--- config.mk ---
export PLATFORM = sky130hd
export DESIGN_NAME = turing_machine_gen
export DESIGN_NICKNAME = d
export VERILOG_FILES = /design/src/rtl/turing_machine_gen.sv
export SDC_FILE = /design/constraint.sdc
export NUM_CORES = 1
export LEC_CHECK = 0
export CORE_UTILIZATION = 55
export DETAILED_ROUTE_END_ITERATION = 10
export GPL_TIMING_DRIVEN = 0
export PLACE_DENSITY = 0.74
export SYNTH_ARGS = -nofsm -noshare
export SYNTH_HDL_FRONTEND = slang
export SYNTH_SLANG_ARGS = --single-unit
--- constraint.sdc ---
create_clock -name clock -period 11.5 [get_ports clock]
set_input_delay 1.15 -clock clock [delete_from_list [all_inputs] [get_ports clock]]
set_output_delay 1.15 -clock clock [all_outputs]
set_load 0.05 [all_outputs]
--- src/rtl/turing_machine_gen.sv ---
// Programmable Turing-machine core: serial table/tape load, then one transition per Next edge.
// Optional macro TM_FREE_RUN_EN: in RUN, step every clock until HALTED (Next ignored in RUN).
module turing_machine_gen #(
  parameter int SYM_W    = 2,
  parameter int STATE_W  = 3,
  parameter int TAPE_LEN = 16,
  parameter int STEP_W   = 16,
  localparam int ENT_W   = STATE_W + SYM_W + 2,
  localparam int HW      = $clog2(TAPE_LEN)
) (
  input  logic               clock,
  input  logic               Reset,
  input  logic [ENT_W-1:0]   input_data,
  input  logic               Next,
  input  logic               Done,
  output logic [STATE_W-1:0] next_state_out,
  output logic [1:0]         direction,
  output logic [SYM_W-1:0]   data_reg_out,
  output logic [HW-1:0]      head_pos,
  output logic [1:0]         phase,
  output logic               halted,
  output logic               fault,
  output logic [STEP_W-1:0]  step_count
);

  localparam int AW   = STATE_W + SYM_W;
  localparam int NENT = 1 << AW;
  localparam logic [STATE_W-1:0] HALT = {STATE_W{1'b1}};

  typedef enum logic [1:0] {
    PH_LOAD_TABLE = 2'd0,
    PH_LOAD_TAPE  = 2'd1,
    PH_RUN        = 2'd2,
    PH_HALTED     = 2'd3
  } phase_t;

  phase_t ph_q, ph_d;

  logic               next_q, done_q;
  logic               next_rise, done_rise;
  logic [AW-1:0]      load_addr;
  logic [HW-1:0]      tape_addr;
  logic [HW-1:0]      head;
  logic [STATE_W-1:0] state;

  logic [ENT_W-1:0]   tbl  [NENT];
  logic [SYM_W-1:0]   tape [TAPE_LEN];

  logic [SYM_W-1:0]   cur_sym;
  logic [ENT_W-1:0]   ent;
  logic [STATE_W-1:0] ent_ns;
  logic [SYM_W-1:0]   ent_ws;
  logic [1:0]         ent_dir;
  logic [HW-1:0]      head_nx;
  logic               oob;
  logic               step_en, tbl_we, tape_ld_we, enter_run;

  assign next_rise = Next & ~next_q;
  assign done_rise = Done & ~done_q;

  // Combinational lookup of the transition for the current (state, symbol)
  assign cur_sym = tape[head];
  assign ent     = tbl[{state, cur_sym}];
  assign ent_ns  = ent[ENT_W-1 -: STATE_W];
  assign ent_ws  = ent[SYM_W+1:2];
  assign ent_dir = ent[1:0];

  // Head motion; dir 2'b11 behaves as stay
  always_comb begin
    head_nx = head;
    oob     = 1'b0;
    case (ent_dir)
      2'b01: begin
        if (head == HW'(TAPE_LEN-1)) oob = 1'b1;
        else                         head_nx = head + 1'b1;
      end
      2'b10: begin
        if (head == '0) oob = 1'b1;
        else            head_nx = head - 1'b1;
      end
      default: ;
    endcase
  end

`ifdef TM_FREE_RUN_EN
  assign step_en = (ph_q == PH_RUN);
`else
  assign step_en = (ph_q == PH_RUN) && next_rise;
`endif

  // Done beats a simultaneous Next during loading
  assign tbl_we     = (ph_q == PH_LOAD_TABLE) && next_rise && !done_rise;
  assign tape_ld_we = (ph_q == PH_LOAD_TAPE)  && next_rise && !done_rise;
  assign enter_run  = (ph_q == PH_LOAD_TAPE)  && (ph_d == PH_RUN);

  always_comb begin
    ph_d = ph_q;
    case (ph_q)
      PH_LOAD_TABLE:
        if (done_rise || (tbl_we && load_addr == AW'(NENT-1))) ph_d = PH_LOAD_TAPE;
      PH_LOAD_TAPE:
        if (done_rise || (tape_ld_we && tape_addr == HW'(TAPE_LEN-1))) ph_d = PH_RUN;
      PH_RUN:
        if (step_en && (ent_ns == HALT || oob)) ph_d = PH_HALTED;
      default: ph_d = PH_HALTED;
    endcase
  end

  always_ff @(posedge clock) begin
    if (Reset) begin
      ph_q           <= PH_LOAD_TABLE;
      next_q         <= 1'b0;
      done_q         <= 1'b0;
      load_addr      <= '0;
      tape_addr      <= '0;
      head           <= '0;
      state          <= '0;
      next_state_out <= '0;
      direction      <= '0;
      data_reg_out   <= '0;
      fault          <= 1'b0;
      step_count     <= '0;
      for (int i = 0; i < NENT; i++)     tbl[i]  <= {HALT, {SYM_W{1'b0}}, 2'b00};
      for (int i = 0; i < TAPE_LEN; i++) tape[i] <= '0;
    end else begin
      ph_q   <= ph_d;
      next_q <= Next;
      done_q <= Done;
      if (tbl_we) begin
        tbl[load_addr] <= input_data;
        load_addr      <= load_addr + 1'b1;
      end
      if (tape_ld_we) begin
        tape[tape_addr] <= input_data[SYM_W-1:0];
        tape_addr       <= tape_addr + 1'b1;
      end
      if (enter_run) begin
        head  <= '0;
        state <= '0;
      end
      // An out-of-range move still commits the write and state change
      if (step_en) begin
        tape[head]     <= ent_ws;
        state          <= ent_ns;
        head           <= head_nx;
        next_state_out <= ent_ns;
        data_reg_out   <= ent_ws;
        direction      <= ent_dir;
        if (step_count != {STEP_W{1'b1}}) step_count <= step_count + 1'b1;
        if (oob) fault <= 1'b1;
      end
    end
  end

  assign head_pos = head;
  assign phase    = ph_q;
  assign halted   = (ph_q == PH_HALTED);

endmodule

==> out/metrics.csv, run 1 <==
stage,metric,value,unit
sta,worst_pin_slew,1.073,ns
placement,gp_congestion,1.011,
sta,setup_tns,0,ns
synth,syn_inst,1209,
power,p_leak,5.521,nW
power,combinationalPowerShare,8.1,%
clock_tree,cts_tree,built,
synth,synth_top_area_share,51.64,%
worst_setup_path,critPathArrivalTime,6.07,ns
clock_tree,htree_levels,1,
synth,yosysSeqAreaShare,58.10,%
sta,fmax,177.3,MHz
route,routedWlPerCell,24.39,um
power,switchingPower,0.5646,mW
synth,synth_cell_types,67,
synth,synth_area_leader_cell,edfxtp_1,
cells_and_area,diodes,0,
global_route,overflow,0,
die,rows,59,
clock_tree,cts_resized,0,
synth,synth_seq_cells,304,
clock_tree,cts_setup_buffers,0,
route,drt_iter0_markers,1208,
power,internal-power,1.865,mW
cells_and_area,design_area,16720,sq um
cells_and_area,drive_gt1_share,12.08,%
sta,rsz0062_at_grt,false,
synth,synthTopCellsByArea,"edfxtp_1 (52%), dfxtp_1 (6.5%), mux2i_1 (6.3%)",
clock_tree,clk_pin_slew,0.06,ns
worst_setup_path,path_class,reg2reg,
synth,synth_most_common_cell,edfxtp_1,
synth,synth_area,14890,sq um
sta,worst_hold_slack,0.4764,ns
sta,slew_viol_final,0,
clock_tree,hold_buffers,0,
cells_and_area,area.sequential,8648,sq um
synth,synth_edf_count,256,
placement,placed_cell_area,15720,sq um
sta,setup_viol,0,
power,p_per_area,145.3,nW/um^2
synth,ys_async_sr_fraction,0,%
cells_and_area,fin_util,63.63,%
clock_tree,cts.sinks,304,
global_route,grt_pass1_wl,60580,um
die,coreArea,26280,sq um
sta,period_share,49.04,%
route,ant_nets,0,
cells_and_area,multi_input_area,5769,sq um
power,clock_power_share,41.2,%
clock_tree,root_buffer,clkbuf_16,
power,total_power,2.430,mW
route,drt_pass1_iterations,6,
hold_path,min_path_cells,2,
worst_setup_path,crit_required,11.93,ns
global_route,antenna_found_initial,3,
sta,fin_skew,0.007909,ns
power,p_sw_share,23.24,%
cells_and_area,fin_nets,1306,
placement,dp_hpwl,28800,um
route,vias,10140,
cells_and_area,syn2layout_area_growth,12.34,%
die,die_y,166.5,um
status,status,"complete, no violations",
synth,avgSynthCellArea,12.31,sq um
global_route,grt_max_degree,16,
clock_tree,clk_path_buf_depth,3,
die,dieArea,27730,sq um
hold_path,worst_hold_path_type,reg2reg,
synth,synth_flop_cell,edfxtp_1,
die,io_pins,42,
worst_setup_path,rrSetupSlack,5.86,ns
sta,hold_violations,0,
worst_setup_path,path_max_fanout,10,
route,vias_per_cell,6.169,
worst_setup_path,r2r_cells,19,
route,totalWireLength,40080,um
placement,io_buffers,41,
die,dieWidth,166.5,um
route,drc,0,
die,start_util,56.64,%
synth,synth_common_cells,"edfxtp_1 (256), and2_1 (131), nor2_1 (115), or3_1 (102), mux2i_1 (94)",
job,max-cap-violations,0,
clock_tree,clock_latency,0.56,ns
power,sequentialPowerShare,50.8,%
power,peakVddDrop,0.1256,mV
synth,synth_warnings,0,
worst_setup_path,cp-end-kind,flip-flop,
global_route,gr-usage-all-layers,29.40,%
sta,min_period,5.640,ns
synth,syn_nets,1232,
sta,slew_headroom,26.63,%
worst_setup_path,cp-start-kind,flip-flop,
cells_and_area,nFillCells,2026,
global_route,grt_pass1_vias,9946,
clock_tree,cts_buffers,31,
[placed cells by master, fill, tap and decap left out, drive strengths merged, types with 10 or more instances in the layout]
| cell type | synthesis | routed |
|---|---|---|
| or3 | 102 | 102 |
| nand2b | 20 | 20 |
| a2111oi | 10 | 10 |
| nand2 | 53 | 53 |
| xor2 | 14 | 14 |
| mux2 | 14 | 14 |
| mux4 | 25 | 25 |
| nand3 | 18 | 18 |
| mux2i | 97 | 97 |
| a211oi | 14 | 14 |
| clkbuf | 70 | 112 |
| edfxtp | 256 | 256 |
| dfxtp | 48 | 48 |
| clkdlybuf4s50 | 0 | 41 |
| buf | 22 | 22 |
| a21oi | 17 | 17 |
| and2 | 133 | 133 |
| or2 | 35 | 35 |
| ha | 11 | 11 |
| nor3 | 14 | 14 |
| nor2b | 16 | 16 |
| nor2 | 121 | 121 |
| clkinv | 1 | 13 |
[power by group through the flow]
stage	Sequential, mW	Clock [mW]	Combinational, mW
2_1_floorplan	1.26	0	0.119
3_3_place_gp	1.26	0	0.188
3_5_place_dp	1.26	0	0.191
4_1_cts	1.23	1.00	0.192
5_1_grt	1.24	1.04	0.205
6_report	1.23	1.00	0.196
[path summary, 6_finish.rpt]
kind / from / to
max reg2reg: flip-flop / flip-flop
min: next_state_out[2]$_SDFFE_PP0P_ / next_state_out[2]$_SDFFE_PP0P_
min reg2reg: next_state_out[2]$_SDFFE_PP0P_ / next_state_out[2]$_SDFFE_PP0P_
max: flip-flop / flip-flop
[worst max-delay path: stages (launching register included)]
cell and delay, ns:
dfxtp_1 0.32, buf_6 0.17, mux4_2 0.51, nor2b_4 0.15
a211oi_4 0.53, nor2_2 0.17, buf_6 0.21, buf_2 0.27
a2111oi_0 0.75, nor4_1 0.22, or4_4 0.51, inv_2 0.09
ha_1 0.28, ha_1 0.28, a21o_1 0.18, a21oi_1 0.17
xnor2_1 0.16, mux2i_1 0.10, a22oi_1 0.34, nor2_1 0.08
[stage by stage]
stage               std cells  worst slack [ns]
global route             1643             5.765
detailed placement       1585             6.004
global placement         1585             6.022
finish                   1643             5.860
floorplan                1209             7.193
CTS                      1643             5.992
[state kept, by name, indices dropped and copies added (netlist names), 3 cells and up, named ones only]
register	cells
tbl	224
head_pos	4
tape_addr	4
load_addr	5
step_count	16
next_state_out	3
state	3
tape	32
[area by class of cell]
class	count	share of cell area, %
clock buffers	42	5.253
flip-flops and latches	304	51.72
clock inverters	16	0.7707
plain buffers	92	2.596
well taps	335	2.507
repair buffers	41	2.454
multi-input cells	804	34.50
inverters	9	0.2020
[per-layer routing]
| layer | vias to the layer above | track usage [%] | routed length, um |
|---|---|---|---|
| li1 | 4551 | - | - |
| met1 | 4917 | 40.04 | 15900 |
| met2 | 542 | 45.58 | 18280 |
| met3 | 124 | 6.749 | 4041 |
| met4 | 2 | 12.28 | 1849 |
| met5 | - | 0 | 12 |
[cells by family after synthesis]
kind of cell               after synthesis  synth area share [%]
xor gates and xnor gates                21                 1.236
adders and majority gates               12                 1.059
muxes                                  136                 11.58
AOI/OAI and AO/OA                       85                 4.455
and+or+nand+nor                        550                 20.43
DFF                                    304                 58.10
buffers and inverters                  101                 3.144
Note: power is estimated with default switching activity, not from simulation.
==> inputs of run 2 (changes only) <==
--- a/config.mk
+++ b/config.mk
@@ -8,7 +8,7 @@
 export CORE_UTILIZATION = 55
 export DETAILED_ROUTE_END_ITERATION = 10
 export GPL_TIMING_DRIVEN = 0
-export PLACE_DENSITY = 0.74
+export PLACE_DENSITY = 0.77
 export SYNTH_ARGS = -nofsm -noshare
 export SYNTH_HDL_FRONTEND = slang
 export SYNTH_SLANG_ARGS = --single-unit
==> constraint.sdc (replaced) <==
create_clock -name clock -period 4.9 [get_ports clock]
set_input_delay 0.49 -clock clock [delete_from_list [all_inputs] [get_ports clock]]
set_output_delay 0.49 -clock clock [all_outputs]
set_load 0.05 [all_outputs]
==> out/metrics.csv, run 2 (synthesis results as in run 1) <==
stage,metric,value,unit
cells_and_area,final_cell_mix,"edfxtp_1 (256), and2_1 (131), nor2_1 (115)",
clock_tree,cts_tree,built,
clock_tree,clk_pin_slew,0.07,ns
route,totalWireLength,40240,um
sta,slew_viol_final,0,
cells_and_area,drive_gt1_share,13.14,%
worst_setup_path,rrSetupSlack,0.1,ns
route,vias_per_cell,6.208,
sta,fin_skew,0.01474,ns
worst_setup_path,cp-end-kind,flip-flop,
route,ant_nets,0,
cells_and_area,top_register,tbl,
power,total_power,5.764,mW
worst_setup_path,critPathTopFamily,compound AO/OA/AOI/OAI gates,
global_route,grt_pass1_wl,60800,um
route,routedWlPerCell,24.47,um
hold_path,min_to,next_state_out[2]$_SDFFE_PP0P_,
worst_setup_path,crit_chain,"buf_4, or2_1, o221ai_1, a2bb2oi_4, buf_6, buf_6, mux2i_1, a311oi_1, and4b_1, or4_4, ha_4, ha_1, a21o_1, a21oi_1, xnor2_1, nand2_1, mux2i_1, a22oi_2, nor2_1",
worst_setup_path,crit_slowest_cell,or4_4,
sta,min_period,4.803,ns
power,peakVddDrop,0.3078,mV
die,dieWidth,166.5,um
worst_setup_path,cp.buffers_inverters,3,
cells_and_area,nFillCells,1955,
clock_tree,root_buffer,clkbuf_16,
die,die_y,166.5,um
die,start_util,56.64,%
route,drt_pass1_iterations,5,
route,vias,10210,
hold_path,hp-start,next_state_out[2]$_SDFFE_PP0P_,
clock_tree,clk_path_buf_depth,3,
cells_and_area,fin_nets,1309,
sta,setup_viol,0,
cells_and_area,largest_registers,"tbl x224, tape x32, step_count x16",
power,p_per_area,341.1,nW/um^2
clock_tree,cts_buffers,31,
placement,io_buffers,41,
cells_and_area,design_area,16900,sq um
sta,slew_headroom,32.57,%
worst_setup_path,max_stage_delay,0.49,ns
hold_path,worst_hold_path_type,reg2reg,
clock_tree,htree_levels,1,
global_route,grt_pass1_vias,9991,
clock_tree,clock_latency,0.58,ns
route,drt_iter0_markers,1384,
worst_setup_path,critPathArrivalTime,5.31,ns
cells_and_area,final_common_cell,edfxtp_1,
die,io_pins,42,
sta,worst_pin_slew,1.011,ns
die,dieArea,27730,sq um
global_route,antenna_found_initial,0,
status,status,"complete, no violations",
die,coreArea,26280,sq um
global_route,grt_max_degree,17,
worst_setup_path,cp_num_cells,19,
sta,fmax,208.2,MHz
sta,hold_violations,0,
placement,gp_congestion,0.9987,
worst_setup_path,crit_required,5.40,ns
power,p_leak,5.539,nW
clock_tree,cts.sinks,304,
placement,placed_cell_area,15720,sq um
cells_and_area,diodes,0,
global_route,gr-usage-all-layers,29.37,%
hold_path,min_path_cells,2,
placement,dp_hpwl,28650,um
worst_setup_path,path_max_fanout,10,
route,drc,0,
global_route,overflow,0,
job,max-cap-violations,0,
sta,period_share,98.02,%
sta,rsz0062_at_grt,true,
cells_and_area,syn2layout_area_growth,13.52,%
die,rows,59,
worst_setup_path,r2r_cells,19,
cells_and_area,largest_reg_flops,224,
worst_setup_path,path_class,reg2reg,
worst_setup_path,cp-start-kind,flip-flop,
==> run 2: routing by layer <==
| layer | vias to the layer above | GRT usage [%] | wire length (um) |
|---|---|---|---|
| li1 | 4549 | - | - |
| met1 | 4990 | 40.02 | 16050 |
| met2 | 553 | 46.53 | 18500 |
| met3 | 114 | 5.038 | 3743 |
| met4 | 0 | 12.92 | 1941 |
| met5 | - | 0 | 0 |
==> run 2: repair_timing <==
item / in CTS / in global routing
hold buffers: 0 / 0
setup endpoints to repair: 9 / 8
pin swaps: 1 / 1
setup buffers: 3 / 0
gates resized for setup: 19 / 18
==> run 2: metrics by stage <==
step / hold WS (ns) / worst slack [ns] / utilization, % / setup TNS [ns] / cells
after floorplan: 0.5300 / 0.5926 / - / 0 / 1209
after CTS: 0.4717 / 0.005130 / 64.05 / 0 / 1644
after global routing: 0.5056 / -0.06580 / 64.30 / -0.09255 / 1644
after global placement: 0.4575 / -0.4369 / 59.80 / -2.004 / 1585
final: 0.4799 / 0.09711 / 64.30 / 0 / 1644
after detailed placement: 0.4627 / -0.4731 / 59.80 / -1.982 / 1585
==> run 2: final cells by class <==
| cell class | instances | area, sq um | area share (%) |
|---|---|---|---|
| inverter | 9 | 33.78 | 0.1999 |
| sequential | 304 | 8648 | 51.18 |
| clock buffer | 33 | 783.3 | 4.635 |
| tap | 335 | 419.2 | 2.481 |
| buffer | 92 | 469.2 | 2.777 |
| multi-input combinational | 804 | 5883 | 34.82 |
| clock inverter | 23 | 227.7 | 1.348 |
| timing repair buffer | 44 | 432.9 | 2.562 |
==> run 2: where the power goes <==
group | leakage [nW] | switching, mW | internal [mW]
logic | 2.30 | 0.308 | 0.165
registers | 2.76 | 0.0302 | 2.86
clock network | 0.485 | 1.03 | 1.37
==> run 2: tightest hold or removal path, stage by stage (launching register included) <==
cell	delay, ns
dfxtp_1	0.32
nand2_1	0.06
a21oi_1	0.06
==> run 2: how the worst max path moves through the flow <==
stage	start	to	slack (ns)
after floorplan	flip-flop	flip-flop	0.59
after global placement	flip-flop	flip-flop	-0.44
after detailed placement	flip-flop	flip-flop	-0.47
after CTS	flip-flop	flip-flop	0.005
after global routing	flip-flop	flip-flop	-0.07
final	flip-flop	flip-flop	0.1
